`src/rtl/video_in_pkg.sv`:
```
// Shared types and helpers for the burst video-input store.
package video_in_pkg;

  typedef enum logic [2:0] {
    S_IDLE,
    S_WAIT_DATA,
    S_BURST,
    S_FRAME_DONE,
    S_ERROR
  } vis_state_t;

  localparam logic [3:0] WB_SEL_ALL = 4'hF;

  function automatic int words_per_frame(input int p_width, input int p_height, input int pix_bits);
    return (p_width * p_height) / (32 / pix_bits);
  endfunction

endpackage

```
`src/rtl/video_in_addr_buf.sv`:
```
// Pending frame base address: a new write always wins over a same-cycle consume,
// so the consumer takes the old address and the new one stays pending.
module video_in_addr_buf (
  input  logic        clk,
  input  logic        rst_i,
  input  logic        wr_i,
  input  logic [31:0] wr_addr_i,
  input  logic        consume_i,
  output logic        pend_valid_o,
  output logic [31:0] pend_addr_o
);

  logic        pend_valid_q;
  logic [31:0] pend_addr_q;

  always_ff @(posedge clk) begin
    if (rst_i) begin
      pend_valid_q <= 1'b0;
      pend_addr_q  <= '0;
    end else if (wr_i) begin
      pend_valid_q <= 1'b1;
      pend_addr_q  <= wr_addr_i;
    end else if (consume_i) begin
      pend_valid_q <= 1'b0;
    end
  end

  assign pend_valid_o = pend_valid_q;
  assign pend_addr_o  = pend_addr_q;

endmodule

```
`src/rtl/video_in_store_burst.sv`:
```
// Drains packed pixel words from a show-ahead FIFO into RAM as Wishbone burst writes,
// one frame per pending base address; irq pulses at frame end or on bus error.
module video_in_store_burst
  import video_in_pkg::*;
#(
  parameter int P_WIDTH   = 640,
  parameter int P_HEIGHT  = 480,
  parameter int PIX_BITS  = 8,
  parameter int BURST_LEN = 16,
  parameter int FIFO_AW   = 6
) (
  input  logic               clk,
  input  logic               RST,
  input  logic [31:0]        cfg_addr,
  input  logic               cfg_valid,
  input  logic [FIFO_AW:0]   fifo_level,
  input  logic [31:0]        fifo_data,
  output logic               fifo_rd_en,
  output logic               irq,
  output logic               err,
  output logic               busy,
  output logic               p_wb_CYC_O,
  output logic               p_wb_STB_O,
  output logic               p_wb_WE_O,
  output logic [3:0]         p_wb_SEL_O,
  output logic [31:0]        p_wb_ADR_O,
  output logic [31:0]        p_wb_DAT_O,
  input  logic               p_wb_ACK_I,
  input  logic               p_wb_ERR_I
);

  localparam int          FRAME_WORDS = words_per_frame(P_WIDTH, P_HEIGHT, PIX_BITS);
  localparam int          WCW         = $clog2(FRAME_WORDS + 1);
  localparam int unsigned BL_U        = BURST_LEN;

  vis_state_t     state_q;
  logic [31:0]    adr_q;
  logic [WCW-1:0] words_left_q;
  logic [WCW-1:0] beat_cnt_q;
  logic           cyc_q;
  logic           irq_q;
  logic           err_q;

  logic           pend_valid;
  logic [31:0]    pend_addr;
  logic           take_pend;
  logic [WCW-1:0] blen;
  logic [WCW-1:0] words_left_d;
  logic           data_ready;

  assign take_pend = ((state_q == S_IDLE) || (state_q == S_ERROR)) && pend_valid;

  video_in_addr_buf u_addr_buf (
    .clk          (clk),
    .rst_i        (RST),
    .wr_i         (cfg_valid),
    .wr_addr_i    (cfg_addr),
    .consume_i    (take_pend),
    .pend_valid_o (pend_valid),
    .pend_addr_o  (pend_addr)
  );

  // The tail of the frame may be shorter than a full burst.
  assign blen         = (32'(words_left_q) < BL_U) ? words_left_q : WCW'(BURST_LEN);
  assign data_ready   = (32'(fifo_level) >= 32'(blen));
  assign words_left_d = words_left_q - WCW'(1);

  always_ff @(posedge clk) begin
    if (RST) begin
      state_q      <= S_IDLE;
      adr_q        <= '0;
      words_left_q <= '0;
      beat_cnt_q   <= '0;
      cyc_q        <= 1'b0;
      irq_q        <= 1'b0;
      err_q        <= 1'b0;
    end else begin
      irq_q <= 1'b0;
      unique case (state_q)
        S_IDLE, S_ERROR: begin
          if (pend_valid) begin
            adr_q        <= pend_addr & 32'hFFFF_FFFC;
            words_left_q <= WCW'(FRAME_WORDS);
            err_q        <= 1'b0;
            state_q      <= S_WAIT_DATA;
          end
        end
        S_WAIT_DATA: begin
          if (data_ready) begin
            beat_cnt_q <= blen;
            cyc_q      <= 1'b1;
            state_q    <= S_BURST;
          end
        end
        S_BURST: begin
          // ERR has priority over a simultaneous ACK: nothing is popped.
          if (p_wb_ERR_I) begin
            cyc_q   <= 1'b0;
            err_q   <= 1'b1;
            irq_q   <= 1'b1;
            state_q <= S_ERROR;
          end else if (p_wb_ACK_I) begin
            adr_q        <= adr_q + 32'd4;
            words_left_q <= words_left_d;
            beat_cnt_q   <= beat_cnt_q - WCW'(1);
            if (beat_cnt_q == WCW'(1)) begin
              cyc_q <= 1'b0;
              if (words_left_d == '0) begin
                irq_q   <= 1'b1;
                state_q <= S_FRAME_DONE;
              end else begin
                state_q <= S_WAIT_DATA;
              end
            end
          end
        end
        S_FRAME_DONE: state_q <= S_IDLE;
        default:      state_q <= S_IDLE;
      endcase
    end
  end

  assign fifo_rd_en = (state_q == S_BURST) && p_wb_ACK_I && !p_wb_ERR_I;
  assign irq        = irq_q;
  assign err        = err_q;
  assign busy       = (state_q != S_IDLE);
  assign p_wb_CYC_O = cyc_q;
  assign p_wb_STB_O = cyc_q;
  assign p_wb_WE_O  = cyc_q;
  assign p_wb_SEL_O = WB_SEL_ALL;
  assign p_wb_ADR_O = adr_q;
  assign p_wb_DAT_O = fifo_data;

endmodule
```
`config.mk`:
```
export PLATFORM = sky130hd
export DESIGN_NAME = video_in_store_burst
export DESIGN_NICKNAME = d
export VERILOG_FILES = /design/src/rtl/video_in_pkg.sv /design/src/rtl/video_in_addr_buf.sv /design/src/rtl/video_in_store_burst.sv
export SDC_FILE = /design/constraint.sdc
export NUM_CORES = 1
export LEC_CHECK = 0
export CAP_MARGIN = 20
export CORE_ASPECT_RATIO = 1.25
export CORE_MARGIN = 2
export CORE_UTILIZATION = 31
export DETAILED_ROUTE_END_ITERATION = 16
export GPL_ROUTABILITY_DRIVEN = 0
export PLACE_DENSITY = 0.6
export SYNTH_ARGS = -nofsm -noshare
export SYNTH_HDL_FRONTEND = slang
export SYNTH_SLANG_ARGS = --single-unit
```
`constraint.sdc`:
```
create_clock -name clk -period 7.9 [get_ports clk]
set_input_delay 1.58 -clock clk [delete_from_list [all_inputs] [get_ports clk]]
set_output_delay 1.58 -clock clk [all_outputs]
set_load 0.005 [all_outputs]
```
Word-level counts from Yosys, hierarchy flattened
Cells that the tools add are included.
{ "op_classes": {"shift": 0, "mul": 0, "n_div": 0, "magnitude_cmp": 2, "n_addsub": 3, "mux": 34, "bitwise_logic": 1, "n_reduce_logical": 18, "n_eq_ne": 11} }
{ "ops": {"columns": ["operator", "count"], "rows": [
  ["2-to-1 mux 17 bit", 7],
  ["2-to-1 mux 32 bit", 3],
  ["one-hot mux 17 bit (2 select lines)", 2],
  ["one-hot mux 32 bit (2 select lines)", 1],
  ["subtractor 17 x 1 -> 17 bit, second input constant", 2],
  ["adder 32 x 3 -> 32 bit, second input constant", 1],
  ["equality test 17 x 1 -> 1 bit, second input constant", 1],
  ["greater-or-equal comparator 7 x 17 -> 1 bit", 1],
  ["zero test 17 bit", 1],
  ["less-than comparator 17 x 5 -> 1 bit, second input constant", 1],
  ["AND reduction 4 bit", 4],
  ["2-to-1 mux 3 bit", 5],
  ["2-to-1 mux 1 bit", 12],
  ["one-hot mux 3 bit (3 select lines)", 1],
  ["!= test 2 bit, second input constant", 4],
  ["!= test 3 bit, second input constant", 2],
  ["nonzero test 2 bit", 3],
  ["one-hot mux 1 bit (2 select lines)", 2],
  ["OR reduction 2 bit", 2],
  ["equality test 3 x 1 -> 1 bit, second input constant", 1],
  ["equality test 3 x 2 -> 1 bit, second input constant", 1],
  ["equality test 3 bit, second input constant", 1],
  ["logical AND 1 bit", 3],
  ["zero test 3 bit", 1],
  ["7 further kinds", 7]
]} }
{ "word_totals": {"wordCells": 78, "latchBits": 0, "ff_bits": 105, "romBits": 0, "input_bits": 76, "mem_bits_rw": 0, "memories": 0} }

Longest topological paths before layout
{ "depth": {"word_depth": 7, "ltp_mapped": 13, "ltp_nobuf": 10} }

Modules after synthesis
A second synthesis with hierarchy kept.
{ "hier_totals": {"cells_unflattened": 714, "hier_area_um2": 5846.9} }
{ "modules_own_cells": {"columns": ["module", "cells_per_inst", "instances", "seq_area_each_um2", "area_each_um2"], "rows": [
  ["video_in_store_burst", 606, 1, 1401.3, 4642.0],
  ["video_in_addr_buf", 108, 1, 660.6, 1204.9]
]} }

Least setup slack after synthesis
Ideal clock, no wire load.
{ "synth_timing": {"path_kind": "input port to output port", "startpoint": "input p_wb_ERR_I", "endpoint": "output fifo_rd_en", "required_ns": 6.320, "arrival_ns": 2.714, "n_path_buf": 3, "slack_ns": 3.606, "path_stages": 6, "cell_sequence": "clkbuf_1 > nand2b_1 > nand2b_1 > inv_2 > clkbuf_1 > clkbuf_1"} }
{ "synth_via": {"elab_chain_cells": 2} }
{ "synth_rtl": {"columns": ["item", "line_no", "text"], "rows": [
  ["from (decl)", "video_in_store_burst.sv:29", "input logic p_wb_ERR_I"],
  ["zero test 1 bit", "video_in_store_burst.sv:123", "assign fifo_rd_en = (state_q == S_BURST) && p_wb_ACK_I && !p_wb_ERR_I;"],
  ["logical AND 1 bit", "video_in_store_burst.sv:123", null],
  ["to (decl)", "video_in_store_burst.sv:18", "output logic fifo_rd_en,"]
]} }
Every way passes these cells.

Worst setup path in the final report
Ends and elaborated chain as after synthesis.

==> flow_summary_export.csv <==
group,metric,value,unit
outcome,status,"completed",
synth,syn_area,5770,um^2
timing,hold_slack,463,ps
clock_network,ctsResizeCount,0,
finish,nNetsFinal,840,
timing,period_share,60.5,%
synth,async_flop_share,0,%
clock_network,cts_sinks,101,
global_route,grt_max_degree,80,
synth,synth-edff-count,0,
floorplanning,ios,151,
route,drc,0,
finish,postLayoutCellArea,6720,um^2
hold_path,hold_path_class,"flop to flop",
pwr,ir_drop,0.115,mV
route,firstDrtPassIters,5,
run,drv_cap,0,
pwr,power_density,256,nW/um^2
synth,ys_top_cells_by_area,"dfxtp_1, mux2i_1, nor2_1",
route,drt_iter0_drc,419,
synth,synthCells,745,
synth,synth_cell_types,64,
timing,clock_skew,12.2,ps
setup_path,endpoint_kind,"primary output",
clock_network,cts-root-buf,"clkbuf_16",
floorplanning,die_x,126,um
setup_path,critPathRequiredTime,6320,ps
global_route,grt_overflow,0,
global_route,antenna_found_initial,0,
clock_network,ctsHoldBuffers,0,
synth,ys_ff_latch,101,
synth,ys_seq_area_share,35.0,%
global_route,grtUsageTotal,15.0,%
floorplanning,die_area,19700,um^2
global_route,grt_pass1_wl,24500,um
timing,setup_violations,0,
clock_network,htreeDepth,3,
synth,avgSynthCellArea,7.75,um^2
route,vias,5238,
clock_network,insertion_delay,350,ps
timing,finalSetupTns,0,ps
finish,drive_above_1_share,4.89,%
synth,synth_warnings,0,
floorplanning,core,18200,um^2
timing,fin_crit,4780,ps
synth,yosysTopAreaCell,"dfxtp_1",
pwr,power.leakage,2.41,nW
pwr,power_report.internal_total,1.09,mW
finish,most-common-layout-cells,"dfxtp_1, nor2_1, clkdlybuf4s50_1, a21oi_1, nand2_1",
place,port_buffers,78,
setup_path,criticalPathCategory,"input pin to primary output",
synth,yosysTopAreaCellShare,35.0,%
finish,fin_cells,984,
global_route,grt_pass1_vias,4792,
clock_network,cts.reportedPaths.clkPinSlew,70,ps
pwr,combPwrFrac,35.1,%
pwr,seq_power_share,37.6,%
setup_path,slowest_delay,580,ps
floorplanning,initial_utilization,31.8,%
route,postRouteAntennaNets,0,
clock_network,cts_setup_buffers,0,
setup_path,worstPathCellList,"clkdlybuf4s50_1 -> nand2b_1 -> nand2b_1 -> inv_2 -> clkdlybuf4s50_1",
timing,relSlewSlack,35.0,%
setup_path,cp_max_fo,8,
pwr,switching_share,36.8,%
setup_path,cp_num_buf_inv,3,
setup_path,crit_arrival,3200,ps
synth,synth_ff_type,"dfxtp_1",
setup_path,worst_setup_path_start_kind,"input pin",
floorplanning,die_y,157,um
setup_path,cp_slowest_cell,"clkdlybuf4s50_1",
finish,syn_to_final_growth,16.3,%
clock_network,clockBufferDepth,2,
timing,fmax,209,MHz
clock_network,tritoncts,"yes",
route,finalWirelength,14800,um
setup_path,cp_top_family,"buffers and inverters",
route,viasPerCell,5.32,
pwr,p_clk_share,27.3,%
finish,final_common_cell,"dfxtp_1",
floorplanning,rows,55,
timing,rsz0062_at_grt,"no",
place,placed_area,6410,um^2
place,place_inst,969,
route,post_drt_wl_per_cell,15.0,um
place,dp_hpwl,9740,um
pwr,p_switching,0.631,mW
clock_network,numCtsBuffers,9,
timing,hold_viol_final,0,
timing,worstMarginPinSlew,975,ps
finish,antenna_cells,0,
timing,drv_slew,0,
-- power by group through the flow --
stage	clock, mW	sequential, mW	combinational [mW]
6_report	0.468	0.646	0.603
5_1_grt	0.499	0.658	0.670
4_1_cts	0.478	0.646	0.605
3_5_place_dp	0	0.657	0.601
3_3_place_gp	0	0.657	0.600
2_1_floorplan	0	0.627	0.449
-- Yosys cell counts, types with 3 or more instances --
cell      count
o31ai_1       8
o21ai_0      18
or3_1        10
o22ai_1       5
a311oi_1     15
a22oi_1       3
nor3_1       28
mux2i_1      40
buf_4        40
inv_1         9
ha_1         12
nor4_1        9
a31oi_1       6
or2_2         3
nand3_1      23
nand2_1      63
o21ai_1      24
nand4_1      11
and4_1        3
nand2b_1      6
a21o_1        4
a21oi_1      65
nand3b_1      5
clkbuf_1     51
a221oi_1      5
and2_1        5
nor3b_1       5
nor2_1       98
a211oi_1     17
dfxtp_1     101
buf_2         3
nor2b_1       5
-- worst paths after layout --
path         slack (ps)  depth (start not counted)            end             from
max                3120                          5     fifo_rd_en       p_wb_ERR_I
min                 460                          2            err              err
max reg2reg        4170                         10  beat_cnt_q[1]  words_left_q[8]
min reg2reg         460                          2            err              err
-- logic make-up (layout without fill, tap and decap cells) --
| kind of cell | count (synthesis) | in the layout | share of synthesized area, % |
|---|---|---|---|
| AOI/OAI and AO/OA | 186 | 186 | 20.1 |
| xor gates and xnor gates | 2 | 2 | 0.303 |
| adders and majority gates | 12 | 12 | 2.60 |
| buffers and inverters | 107 | 112 | 9.75 |
| DFF | 101 | 101 | 35.0 |
| muxes | 40 | 40 | 6.93 |
| other | 2 | 8 | 0.130 |
| and+or+nand+nor | 295 | 295 | 25.2 |
-- worst min-delay path: cells and delay by family, from the launching register on --
kind | cells | cell delay (ps)
AOI/OAI and AO/OA | 1 | 60
DFF | 1 | 310
and+or+nand+nor | 1 | 50
-- flip-flops by register name, indices dropped and copies added, names as in the netlist --
signal	flops
err	1
irq	1
words_left_q	17
u_addr_buf.pend_addr_o	30
beat_cnt_q	17
p_wb_CYC_O	1
state_q	3
p_wb_ADR_O	30
u_addr_buf.pend_valid_o	1
-- routing by layer --
layer,vias to the layer above,global-route usage [%],share of wire (%)
met3,26,2.50,4.9
met1,2420,19.8,47
li1,2657,-,-
met2,135,25.0,47
met5,-,0,0
met4,0,4.55,1.5
-- cell type report --
class / count / area (um^2)
Fill cell: 1961 / 11500
Multi-Input combinational cell: 543 / 3220
Sequential cell: 101 / 2020
Timing Repair Buffer: 87 / 841
Tap cell: 228 / 285
Clock buffer: 11 / 253
Clock inverter: 4 / 55.1
Inverter: 10 / 37.5
-- metrics by stage --
step / utilization, % / power, mW / setup slack (ps)
floorplan: - / 1.08 / 3610
global placement: 35.3 / 1.26 / 3110
detailed placement: 35.3 / 1.26 / 3120
CTS: 37.0 / 1.73 / 3110
global route: 37.0 / 1.83 / 3020
finish: 37.0 / 1.72 / 3120
Note: power is estimated with default switching activity, not from simulation.
